### src/rtl/pipe_ctrl_decode_if.sv
// pipe_ctrl_decode_if: ID-stage request and ID/EX control bundle between pipeline and decoder
interface pipe_ctrl_decode_if;
  logic       id_valid;
  logic [6:0] Opcode;
  logic       stall;
  logic       flush;
  logic       ex_valid;
  logic       ALUSrc;
  logic       MemtoReg;
  logic       RegWrite;
  logic       MemRead;
  logic       MemWrite;
  logic       RTypeID;
  logic       Branch;
  logic       Jal;
  logic       Jalr;
  logic       Lui;
  logic       Auipc;
  logic [1:0] ALUOp;
  logic       illegal;
  logic       fetch_stop;
  logic       halted;
  logic       illegal_sticky;
  modport master (
    output id_valid, Opcode, stall, flush,
    input  ex_valid, ALUSrc, MemtoReg, RegWrite, MemRead, MemWrite, RTypeID, Branch,
           Jal, Jalr, Lui, Auipc, ALUOp, illegal, fetch_stop, halted, illegal_sticky
  );
  modport slave (
    input  id_valid, Opcode, stall, flush,
    output ex_valid, ALUSrc, MemtoReg, RegWrite, MemRead, MemWrite, RTypeID, Branch,
           Jal, Jalr, Lui, Auipc, ALUOp, illegal, fetch_stop, halted, illegal_sticky
  );
endinterface

### src/rtl/pipe_ctrl_decode.sv
// pipe_ctrl_decode: RISC-V main decode into ID/EX control register with HALT drain state machine
module pipe_ctrl_decode #(
  parameter int DRAIN_CYCLES = 4,
  parameter bit EN_UPPER     = 1'b1,
  parameter bit TRAP_ILLEGAL = 1'b0
) (
  input logic clk,
  input logic reset,
  pipe_ctrl_decode_if.slave bus
);
  localparam int CW = $clog2(DRAIN_CYCLES + 1);
  localparam logic [CW-1:0] CNT_INIT = CW'(DRAIN_CYCLES - 1);
  typedef enum logic [1:0] {RUN = 2'd0, DRAIN = 2'd1, HALTED = 2'd2} state_e;
  typedef struct packed {
    logic       ex_valid;
    logic       alu_src;
    logic       mem_to_reg;
    logic       reg_write;
    logic       mem_read;
    logic       mem_write;
    logic       r_type;
    logic       branch;
    logic       jal;
    logic       jalr;
    logic       lui;
    logic       auipc;
    logic [1:0] alu_op;
    logic       illegal;
  } ctrl_t;
  state_e          state_q;
  logic [CW-1:0]   cnt_q;
  logic            sticky_q;
  ctrl_t           ctrl_q, ctrl_d, dec;
  logic is_r, is_i, is_lw, is_sw, is_br, is_jal, is_jalr, is_halt, is_lui, is_auipc;
  logic legal, accept, trap_ill, enter_drain;
  assign is_r     = bus.Opcode == 7'b0110011;
  assign is_i     = bus.Opcode == 7'b0010011;
  assign is_lw    = bus.Opcode == 7'b0000011;
  assign is_sw    = bus.Opcode == 7'b0100011;
  assign is_br    = bus.Opcode == 7'b1100011;
  assign is_jal   = bus.Opcode == 7'b1101111;
  assign is_jalr  = bus.Opcode == 7'b1100111;
  assign is_halt  = bus.Opcode == 7'b1111111;
  assign is_lui   = EN_UPPER && bus.Opcode == 7'b0110111;
  assign is_auipc = EN_UPPER && bus.Opcode == 7'b0010111;
  assign legal    = is_r | is_i | is_lw | is_sw | is_br | is_jal | is_jalr | is_halt | is_lui | is_auipc;
  assign accept      = bus.id_valid && !bus.stall && !bus.flush && state_q == RUN;
  assign trap_ill    = accept && TRAP_ILLEGAL && !legal;
  assign enter_drain = (accept && is_halt) || trap_ill;
  always_comb begin
    dec            = '0;
    dec.ex_valid   = legal;
    dec.alu_src    = is_lw | is_sw | is_i | is_jalr | is_lui | is_auipc;
    dec.mem_to_reg = is_lw;
    dec.reg_write  = is_r | is_lw | is_i | is_jal | is_jalr | is_lui | is_auipc;
    dec.mem_read   = is_lw;
    dec.mem_write  = is_sw;
    dec.r_type     = is_r;
    dec.branch     = is_br | is_jal | is_jalr | is_halt;
    dec.jal        = is_jal;
    dec.jalr       = is_jalr;
    dec.lui        = is_lui;
    dec.auipc      = is_auipc;
    dec.alu_op     = {is_r | is_i | is_jalr, is_br | is_jalr};
    dec.illegal    = !legal;
    ctrl_d = (bus.flush || state_q == HALTED) ? '0 :
             bus.stall                        ? ctrl_q :
             (bus.id_valid && state_q == RUN) ? dec : '0;
  end
  always_ff @(posedge clk) begin
    if (reset) begin
      state_q  <= RUN;
      cnt_q    <= '0;
      sticky_q <= 1'b0;
      ctrl_q   <= '0;
    end else begin
      ctrl_q <= ctrl_d;
      if (trap_ill) sticky_q <= 1'b1;
      case (state_q)
        RUN: if (enter_drain) begin
          state_q <= DRAIN;
          cnt_q   <= CNT_INIT;
        end
        DRAIN: if (bus.flush) begin
          state_q <= RUN;
          cnt_q   <= '0;
        end else if (!bus.stall) begin
          if (cnt_q == '0) state_q <= HALTED;
          else cnt_q <= cnt_q - 1'b1;
        end
        default: state_q <= HALTED;
      endcase
    end
  end
  assign bus.ex_valid       = ctrl_q.ex_valid;
  assign bus.ALUSrc         = ctrl_q.alu_src;
  assign bus.MemtoReg       = ctrl_q.mem_to_reg;
  assign bus.RegWrite       = ctrl_q.reg_write;
  assign bus.MemRead        = ctrl_q.mem_read;
  assign bus.MemWrite       = ctrl_q.mem_write;
  assign bus.RTypeID        = ctrl_q.r_type;
  assign bus.Branch         = ctrl_q.branch;
  assign bus.Jal            = ctrl_q.jal;
  assign bus.Jalr           = ctrl_q.jalr;
  assign bus.Lui            = ctrl_q.lui;
  assign bus.Auipc          = ctrl_q.auipc;
  assign bus.ALUOp          = ctrl_q.alu_op;
  assign bus.illegal        = ctrl_q.illegal;
  assign bus.fetch_stop     = state_q != RUN;
  assign bus.halted         = state_q == HALTED;
  assign bus.illegal_sticky = sticky_q;
endmodule

### src/flat_wrapper.sv
// flat-port wrapper written by rule: the top's interface ports become plain ports
module pipe_ctrl_decode_flat 
#(
  parameter int DRAIN_CYCLES = 4,
  parameter bit EN_UPPER     = 1'b1,
  parameter bit TRAP_ILLEGAL = 1'b0
)
  (clk, reset, bus_id_valid, bus_Opcode, bus_stall, bus_flush, bus_ex_valid, bus_ALUSrc, bus_MemtoReg, bus_RegWrite, bus_MemRead, bus_MemWrite, bus_RTypeID, bus_Branch, bus_Jal, bus_Jalr, bus_Lui, bus_Auipc, bus_ALUOp, bus_illegal, bus_fetch_stop, bus_halted, bus_illegal_sticky);
  pipe_ctrl_decode_if bus_i ();
  input logic clk;
  input logic reset;
  input wire logic [$bits(bus_i.id_valid)-1:0] bus_id_valid;
  input wire logic [$bits(bus_i.Opcode)-1:0] bus_Opcode;
  input wire logic [$bits(bus_i.stall)-1:0] bus_stall;
  input wire logic [$bits(bus_i.flush)-1:0] bus_flush;
  output wire logic [$bits(bus_i.ex_valid)-1:0] bus_ex_valid;
  output wire logic [$bits(bus_i.ALUSrc)-1:0] bus_ALUSrc;
  output wire logic [$bits(bus_i.MemtoReg)-1:0] bus_MemtoReg;
  output wire logic [$bits(bus_i.RegWrite)-1:0] bus_RegWrite;
  output wire logic [$bits(bus_i.MemRead)-1:0] bus_MemRead;
  output wire logic [$bits(bus_i.MemWrite)-1:0] bus_MemWrite;
  output wire logic [$bits(bus_i.RTypeID)-1:0] bus_RTypeID;
  output wire logic [$bits(bus_i.Branch)-1:0] bus_Branch;
  output wire logic [$bits(bus_i.Jal)-1:0] bus_Jal;
  output wire logic [$bits(bus_i.Jalr)-1:0] bus_Jalr;
  output wire logic [$bits(bus_i.Lui)-1:0] bus_Lui;
  output wire logic [$bits(bus_i.Auipc)-1:0] bus_Auipc;
  output wire logic [$bits(bus_i.ALUOp)-1:0] bus_ALUOp;
  output wire logic [$bits(bus_i.illegal)-1:0] bus_illegal;
  output wire logic [$bits(bus_i.fetch_stop)-1:0] bus_fetch_stop;
  output wire logic [$bits(bus_i.halted)-1:0] bus_halted;
  output wire logic [$bits(bus_i.illegal_sticky)-1:0] bus_illegal_sticky;
  assign bus_i.id_valid = bus_id_valid;
  assign bus_i.Opcode = bus_Opcode;
  assign bus_i.stall = bus_stall;
  assign bus_i.flush = bus_flush;
  assign bus_ex_valid = bus_i.ex_valid;
  assign bus_ALUSrc = bus_i.ALUSrc;
  assign bus_MemtoReg = bus_i.MemtoReg;
  assign bus_RegWrite = bus_i.RegWrite;
  assign bus_MemRead = bus_i.MemRead;
  assign bus_MemWrite = bus_i.MemWrite;
  assign bus_RTypeID = bus_i.RTypeID;
  assign bus_Branch = bus_i.Branch;
  assign bus_Jal = bus_i.Jal;
  assign bus_Jalr = bus_i.Jalr;
  assign bus_Lui = bus_i.Lui;
  assign bus_Auipc = bus_i.Auipc;
  assign bus_ALUOp = bus_i.ALUOp;
  assign bus_illegal = bus_i.illegal;
  assign bus_fetch_stop = bus_i.fetch_stop;
  assign bus_halted = bus_i.halted;
  assign bus_illegal_sticky = bus_i.illegal_sticky;
  pipe_ctrl_decode #(.DRAIN_CYCLES(DRAIN_CYCLES), .EN_UPPER(EN_UPPER), .TRAP_ILLEGAL(TRAP_ILLEGAL)) u_core (.clk(clk), .reset(reset), .bus(bus_i));
endmodule
### config.mk
export PLATFORM = sky130hd
export DESIGN_NAME = pipe_ctrl_decode_flat
export DESIGN_NICKNAME = d
export VERILOG_FILES = /design/src/rtl/pipe_ctrl_decode_if.sv /design/src/rtl/pipe_ctrl_decode.sv /design/src/flat_wrapper.sv
export SDC_FILE = /design/constraint.sdc
export NUM_CORES = 1
export LEC_CHECK = 0
export ABC_AREA = 1
export CORE_ASPECT_RATIO = 1.2
export CORE_MARGIN = 4
export CORE_UTILIZATION = 50
export DETAILED_ROUTE_END_ITERATION = 12
export GPL_ROUTABILITY_DRIVEN = 0
export PLACE_DENSITY = 0.89
export SLEW_MARGIN = 10
export SYNTH_ARGS = -nofsm -noshare
export SYNTH_HDL_FRONTEND = slang
export SYNTH_SLANG_ARGS = --single-unit
### constraint.sdc
create_clock -name clk -period 2.3 [get_ports clk]
set_input_delay 0.575 -clock clk [delete_from_list [all_inputs] [get_ports clk]]
set_output_delay 0.575 -clock clk [all_outputs]
set_load 0.03 [all_outputs]
==> results of run 1 <==
[logic make-up after synthesis]
family | Yosys count | synth area share
adder cells (fa/ha/maj) | 2 | 0.0239
AND/OR/NAND/NOR | 87 | 0.383
buffers and inverters | 27 | 0.113
flip-flops | 19 | 0.364
other | 1 | 0.00359
AO/OA/AOI/OAI | 23 | 0.113
[metrics by stage]
stage,instance area (sq um),setup WS [ns]
finish,1350,0.109
global route,1350,0.0396
CTS,1350,0.105
detailed placement,1320,0.358
global placement,1320,0.383
floorplan,1040,0.882
[power groups by stage]
| stage | sequential [uW] | clock (uW) | combinational, uW |
|---|---|---|---|
| floorplan | 340 | 0 | 39.4 |
| finish | 330 | 169 | 76.2 |
| detailed placement | 338 | 0 | 75.3 |
| CTS | 330 | 170 | 75.5 |
| global route | 331 | 186 | 84.1 |
| global placement | 338 | 0 | 73.0 |
[synthesized netlist by cell type]
cell / number
nand2_1: 42
inv_2: 8
o211ai_1: 1
nand2_2: 2
ha_1: 2
or2_2: 1
nand4_1: 6
clkbuf_1: 1
a21oi_1: 17
nor2_4: 1
nor3_2: 1
nand3_2: 2
buf_6: 1
nand3_1: 14
nor2_2: 2
nor3_1: 2
dfxtp_1: 19
o21ai_0: 3
conb_1: 1
o21ai_1: 2
inv_1: 14
buf_4: 2
nor2_1: 14
buf_2: 1
[sequential cells by signal, indices dropped and copies added (netlist names)]
register,flops
u_core.bus.ALUOp,2
u_core.bus.ALUSrc,1
u_core.bus.Auipc,1
u_core.bus.Branch,1
u_core.bus.Jal,1
u_core.bus.Jalr,1
u_core.bus.Lui,1
u_core.bus.MemRead,1
u_core.bus.MemWrite,1
u_core.bus.RTypeID,1
u_core.bus.RegWrite,1
u_core.bus.ex_valid,1
u_core.bus.illegal,1
u_core.cnt_q,3
u_core.state_q,2
[layer usage]
layer  vias up  track usage  wire length, um
met5         -            0                0
met4         0       0.0751               54
met3        11       0.0206              129
met2        50        0.344             1290
met1       495        0.169              958
li1        567            -                -
[final cells by class]
| type | instances | area [sq um] | share of cell area |
|---|---|---|---|
| tap | 19 | 23.8 | 0.0176 |
| clock inverter | 1 | 5.00 | 0.00371 |
| sequential | 19 | 380 | 0.282 |
| multi-input combinational | 113 | 547 | 0.405 |
| clock buffer | 3 | 22.5 | 0.0167 |
| inverter | 22 | 82.6 | 0.0612 |
| timing repair buffer | 29 | 288 | 0.213 |
[final timing paths]
kind	slack, ns	to	startpoint
max	0.11	bus_halted	u_core.state_q[1]
max reg2reg	0.94	u_core.cnt_q[1]	u_core.cnt_q[0]
min	0.46	u_core.bus.MemWrite	u_core.bus.MemWrite
min reg2reg	0.46	u_core.bus.MemWrite	u_core.bus.MemWrite
[worst min-delay path, delay by kind of cell, from the launching register on]
family	cells	cell delay (ns)
AND/OR/NAND/NOR	1	0.05
flip-flops	1	0.32
AO/OA/AOI/OAI	1	0.05
==> flow_metrics.py, run 1 <==
metrics = {
    "drt": {
        "route.antenna.remaining_nets": 0,
        "drt-total-wl_um": 2440,
        "wl_per_cell_um": 11.8,
        "vias": 1123,
        "vias_per_cell": 5.45,
        "drt_first_pass_iters": 8,
        "drc": 0,
        "drt-initial-drc-count": 38,
    },
    "placed_design": {
        "portBuffers": 28,
        "place_hpwl_um": 2020,
        "placedCellCount": 202,
    },
    "worst_setup_path": {
        "worst-path-max-fanout": 3,
        "crit_path_start_kind": "flop",
        "critPathTopFamily": "buffers and inverters",
        "ff2ff_path_depth": 8,
        "endpoint_kind": "output pin",
        "worstSetupPathType": "flop to output pin",
        "cpPeakStageDelay_ns": 0.71,
        "worstPathCellList": "inv_1 > nor2_1 > clkdlybuf4s50_1",
        "crit_cells": 3,
        "required_ns": 1.73,
        "cp.arrival_ns": 1.62,
        "critPathSlowestCell": "clkdlybuf4s50_1",
        "worst-path-buf-inv": 2,
    },
    "power_and_ir_drop": {
        "switching_share": 0.262,
        "power_frac_clock": 0.293,
        "p_switching_uw": 151,
        "total_power_uw": 575,
        "leakage_uw": 0.000563,
        "pwr-share-comb": 0.132,
        "power_density_nw_per_um2": 426,
        "p_seq_frac": 0.574,
        "p_int_uw": 424,
        "irDropWorstVdd_mv": 0.405,
    },
    "cells_and_area": {
        "area_growth_syn_to_layout_pct": 29.1,
        "drive_gt1_frac": 0.118,
        "n_fill_cell": 169,
        "final_util": 0.705,
        "fin_nets": 202,
        "final_common_cell": "nand2_1",
        "final_cell_count_no_fill": 206,
        "final_cell_mix": "nand2_1, clkdlybuf4s50_1, dfxtp_1",
        "antennaDiodeCount": 0,
    },
    "synthesis": {
        "ys_ff_latch": 19,
        "yosys.area.top_type": "dfxtp_1",
        "synthCells": 159,
        "synth_cell_type_count": 24,
        "syn-num-nets": 173,
        "synth.area.top_cells": "dfxtp_1, nand2_1, a21oi_1, nand3_1, inv_1",
        "syn_area_sq_um": 1040,
        "synth_top_area_frac": 0.364,
        "syn_area_per_cell_sq_um": 6.57,
        "seq_area_frac_synth": 0.364,
        "yosysWarnings": 0,
    },
    "clock_tree": {
        "post-cts-setup-buffers": 0,
        "cts_root_buffer": "clkbuf_4",
        "cts_made_buffers": 3,
        "cts_buffer_depth": 2,
        "cts_resized": 0,
        "cts_max_level": 1,
        "cts_tree": "done",
        "cts.clk_slew.worst_paths_ns": 0.11,
        "clk_latency_ns": 0.30,
        "cts_sinks": 19,
        "cts_hold_buf": 0,
    },
    "floorplanning": {
        "pin_count": 30,
        "die_h_um": 58.1,
        "fp.dieW_um": 49.7,
        "core_sq_um": 1910,
        "dieArea_sq_um": 2890,
        "start_util": 0.546,
        "rows": 17,
    },
    "global_routing": {
        "grt_pass1_wl_um": 3900,
        "grt_pass1_vias": 980,
        "overflow": 0,
        "antenna_found_initial": 0,
        "grt_max_degree": 15,
        "grtUsageTotal": 0.170,
    },
    "run": {
        "cap_violations": 0,
    },
    "timing": {
        "finalSetupViolations": 0,
        "tns_ns": 0,
        "fmax_mhz": 457,
        "finalHoldWorstSlack_ns": 0.464,
        "period_minus_slack_ns": 2.19,
        "rsz0062_at_grt": "no",
        "final_hold_viol_count": 0,
        "drv_slew": 0,
        "finClkSkew_ns": 0.00743,
        "fin_crit_sh": 0.952,
    },
    "min_path": {
        "min_delay_path_depth": 2,
        "hp-class": "flop to flop",
    },
    "outcome": {
        "status": "finished, final reports clean",
    },
}
No activity file was read; power rests on OpenSTA's default activity.
==> run 2: changes to the inputs <==
--- a/config.mk
+++ b/config.mk
@@ -5,10 +5,10 @@
 export SDC_FILE = /design/constraint.sdc
 export NUM_CORES = 1
 export LEC_CHECK = 0
-export ABC_AREA = 1
+export ABC_AREA = 0
 export CORE_ASPECT_RATIO = 1.2
 export CORE_MARGIN = 4
-export CORE_UTILIZATION = 50
+export CORE_UTILIZATION = 49
 export DETAILED_ROUTE_END_ITERATION = 12
 export GPL_ROUTABILITY_DRIVEN = 0
 export PLACE_DENSITY = 0.89
==> run 2 against run 1 <==
  * Global-route usage grew 1.7 points
  * Cell count is 16% lower
  * Sequential power about the same
  * Maximum frequency increased by 0.27%
  * Clock skew fell by 0.0059 ns
  * Power rose by 1.3%
  * First-iteration DRC count shrank 50%
  * Clock power fell by 2%
  * Routed wire length grew 4.6%
  * Combinational power is 14% higher
  * Critical path type unchanged
  * Critical endpoint unchanged
  * Largest cell class unchanged
==> flow_metrics.py, run 2 <==
metrics = {
    "synthesis": {
        "ys.flop_type": "dfxtp_1",
        "synth_common_cells": "dfxtp_1, nor2_1, nand2_1",
        "yosys.area.top_type": "dfxtp_1",
        "ys_ff_latch": 19,
        "syn_area_sq_um": 997,
        "synth_edf_count": 0,
        "synth-async-reset-ratio": 0,
        "synth.area.top_cells": "dfxtp_1, nor2_1, nand2_1, a21oi_1, a32oi_1",
        "synth_top_area_frac": 0.381,
        "synthCells": 122,
        "synth.most_common_cell": "dfxtp_1",
        "yosysWarnings": 0,
        "seq_area_frac_synth": 0.381,
        "synth_cell_type_count": 35,
        "syn_area_per_cell_sq_um": 8.17,
        "syn-num-nets": 136,
    },
    "worst_setup_path": {
        "critPathSlowestCell": "clkdlybuf4s50_1",
        "worstSetupPathType": "flop to output pin",
        "startpoint": "u_core.state_q[1]",
        "crit_path_start_kind": "flop",
        "critPathTopFamily": "buffers and inverters",
        "crit_cells": 2,
        "worst-path-buf-inv": 1,
        "r2r-start": "u_core.cnt_q[1]",
        "ff2ff_path_depth": 6,
        "endpoint_kind": "output pin",
        "cp.arrival_ns": 1.61,
        "required_ns": 1.73,
        "worstPathCellList": "nor2b_1 > clkdlybuf4s50_1",
        "worst-path-max-fanout": 6,
        "cpPeakStageDelay_ns": 0.69,
    },
    "floorplanning": {
        "rows": 17,
        "core_sq_um": 1890,
        "die_h_um": 57.4,
        "fp.dieW_um": 49.2,
        "dieArea_sq_um": 2820,
        "pin_count": 30,
        "start_util": 0.527,
    },
    "timing": {
        "period_minus_slack_ns": 2.18,
        "fin_crit_sh": 0.950,
        "fmax_mhz": 458,
        "rsz0062_at_grt": "no",
        "finClkSkew_ns": 0.00151,
        "tns_ns": 0,
        "finalSetupViolations": 0,
        "final_hold_viol_count": 0,
        "drv_slew": 0,
    },
    "clock_tree": {
        "post-cts-setup-buffers": 0,
        "cts_buffer_depth": 2,
        "cts_tree": "done",
        "cts_hold_buf": 0,
        "clk_latency_ns": 0.29,
        "cts.clk_slew.worst_paths_ns": 0.10,
        "cts_root_buffer": "clkbuf_4",
        "cts_resized": 0,
        "cts_max_level": 1,
        "cts_sinks": 19,
        "cts_made_buffers": 3,
    },
    "cells_and_area": {
        "multi_input_area_sq_um": 552,
        "final_cell_mix": "clkdlybuf4s50_1, dfxtp_1, nor2_1",
        "antennaDiodeCount": 0,
        "final_util": 0.709,
        "final_common_cell": "clkdlybuf4s50_1",
        "n_fill_cell": 158,
        "largest_reg_flops": 3,
        "regArea_sq_um": 380,
        "drive_gt1_frac": 0.110,
        "area_growth_syn_to_layout_pct": 34.5,
        "top_register": "u_core.cnt_q",
        "fin_nets": 169,
    },
    "drt": {
        "route.antenna.remaining_nets": 0,
        "drc": 0,
        "wl_per_cell_um": 14.7,
        "drt_first_pass_iters": 4,
        "vias_per_cell": 5.84,
        "vias": 1010,
        "drt-total-wl_um": 2550,
        "drt-initial-drc-count": 19,
    },
    "power_and_ir_drop": {
        "irDropWorstVdd_mv": 0.467,
        "power_density_nw_per_um2": 435,
        "leakage_uw": 0.000474,
    },
    "outcome": {
        "status": "finished, final reports clean",
    },
    "min_path": {
        "min-delay-start": "u_core.bus.Lui",
        "min_delay_path_depth": 2,
        "hp-class": "flop to flop",
    },
    "global_routing": {
        "grt_pass1_vias": 989,
        "grtUsageTotal": 0.187,
        "grt_max_degree": 19,
        "antenna_found_initial": 0,
        "grt_pass1_wl_um": 4170,
        "overflow": 0,
    },
    "placed_design": {
        "place_hpwl_um": 1990,
        "portBuffers": 28,
    },
    "run": {
        "cap_violations": 0,
    },
}
[run 2: cell types whose count changed in the layout (fill, tap and decap cells not counted), sizes merged, moves of 3 or more]
cell	delta
a21oi	-8
a22oi	+3
a32oi	+5
buf	+7
inv	-17
nand2	-31
nand2b	+4
nand3	-13
nor2b	+5
nor3b	+3
[run 2: worst min-delay path, delay by kind of cell, from the launching register on]
kind / cells / cell delay, ns
AND/OR/NAND/NOR: 1 / 0.06
flip-flops: 1 / 0.32
AO/OA/AOI/OAI: 1 / 0.05
[run 2: logic make-up after synthesis]
kind of cell	count (synthesis)	share of synthesized area
DFF	19	0.381
adders and majority gates	2	0.0251
and+or+nand+nor	56	0.314
AOI/OAI and AO/OA	31	0.211
buffers and inverters	13	0.0652
other	1	0.00376
[run 2: power by group]
part	internal, uW	switching, uW
Clock	67.6	97.8
Combinational	39.6	47.3
Sequential	330	0.735
[run 2: through the flow]
step / hold WS [ns] / setup WS [ns] / power, uW / cell area, sq um / cells
final: 0.469 / 0.115 / 583 / 1340 / 173
after global routing: 0.509 / 0.0505 / 612 / 1340 / 173
after global placement: 0.452 / 0.123 / 421 / 1320 / 169
after CTS: 0.471 / 0.0966 / 591 / 1340 / 173
after detailed placement: 0.459 / 0.0413 / 423 / 1320 / 169
after floorplan: 0.462 / 0.605 / 382 / 997 / 122
[run 2: routing by layer]
metal | part of all wire | vias to the layer above | track usage | wire length (um)
met4 | 0.019 | 0 | 0.0854 | 49
met5 | 0 | - | 0 | 0
met1 | 0.40 | 461 | 0.210 | 1020
met2 | 0.52 | 42 | 0.335 | 1320
met3 | 0.064 | 8 | 0.0392 | 164
li1 | - | 499 | - | -
[run 2: final cells by class]
cell class / count / share of cell area
clock buffer: 4 / 0.0196
sequential: 19 / 0.284
inverter: 5 / 0.0140
tap: 19 / 0.0177
timing repair buffer: 36 / 0.254
multi-input combinational: 90 / 0.411
[run 2: path summary, 6_finish.rpt]
kind | to | slack [ns]
worst max-delay path | bus_halted | 0.12
worst min-delay path | u_core.bus.Lui | 0.47
worst max register to register | u_core.cnt_q[1] | 0.71
worst min register to register | u_core.bus.Lui | 0.47
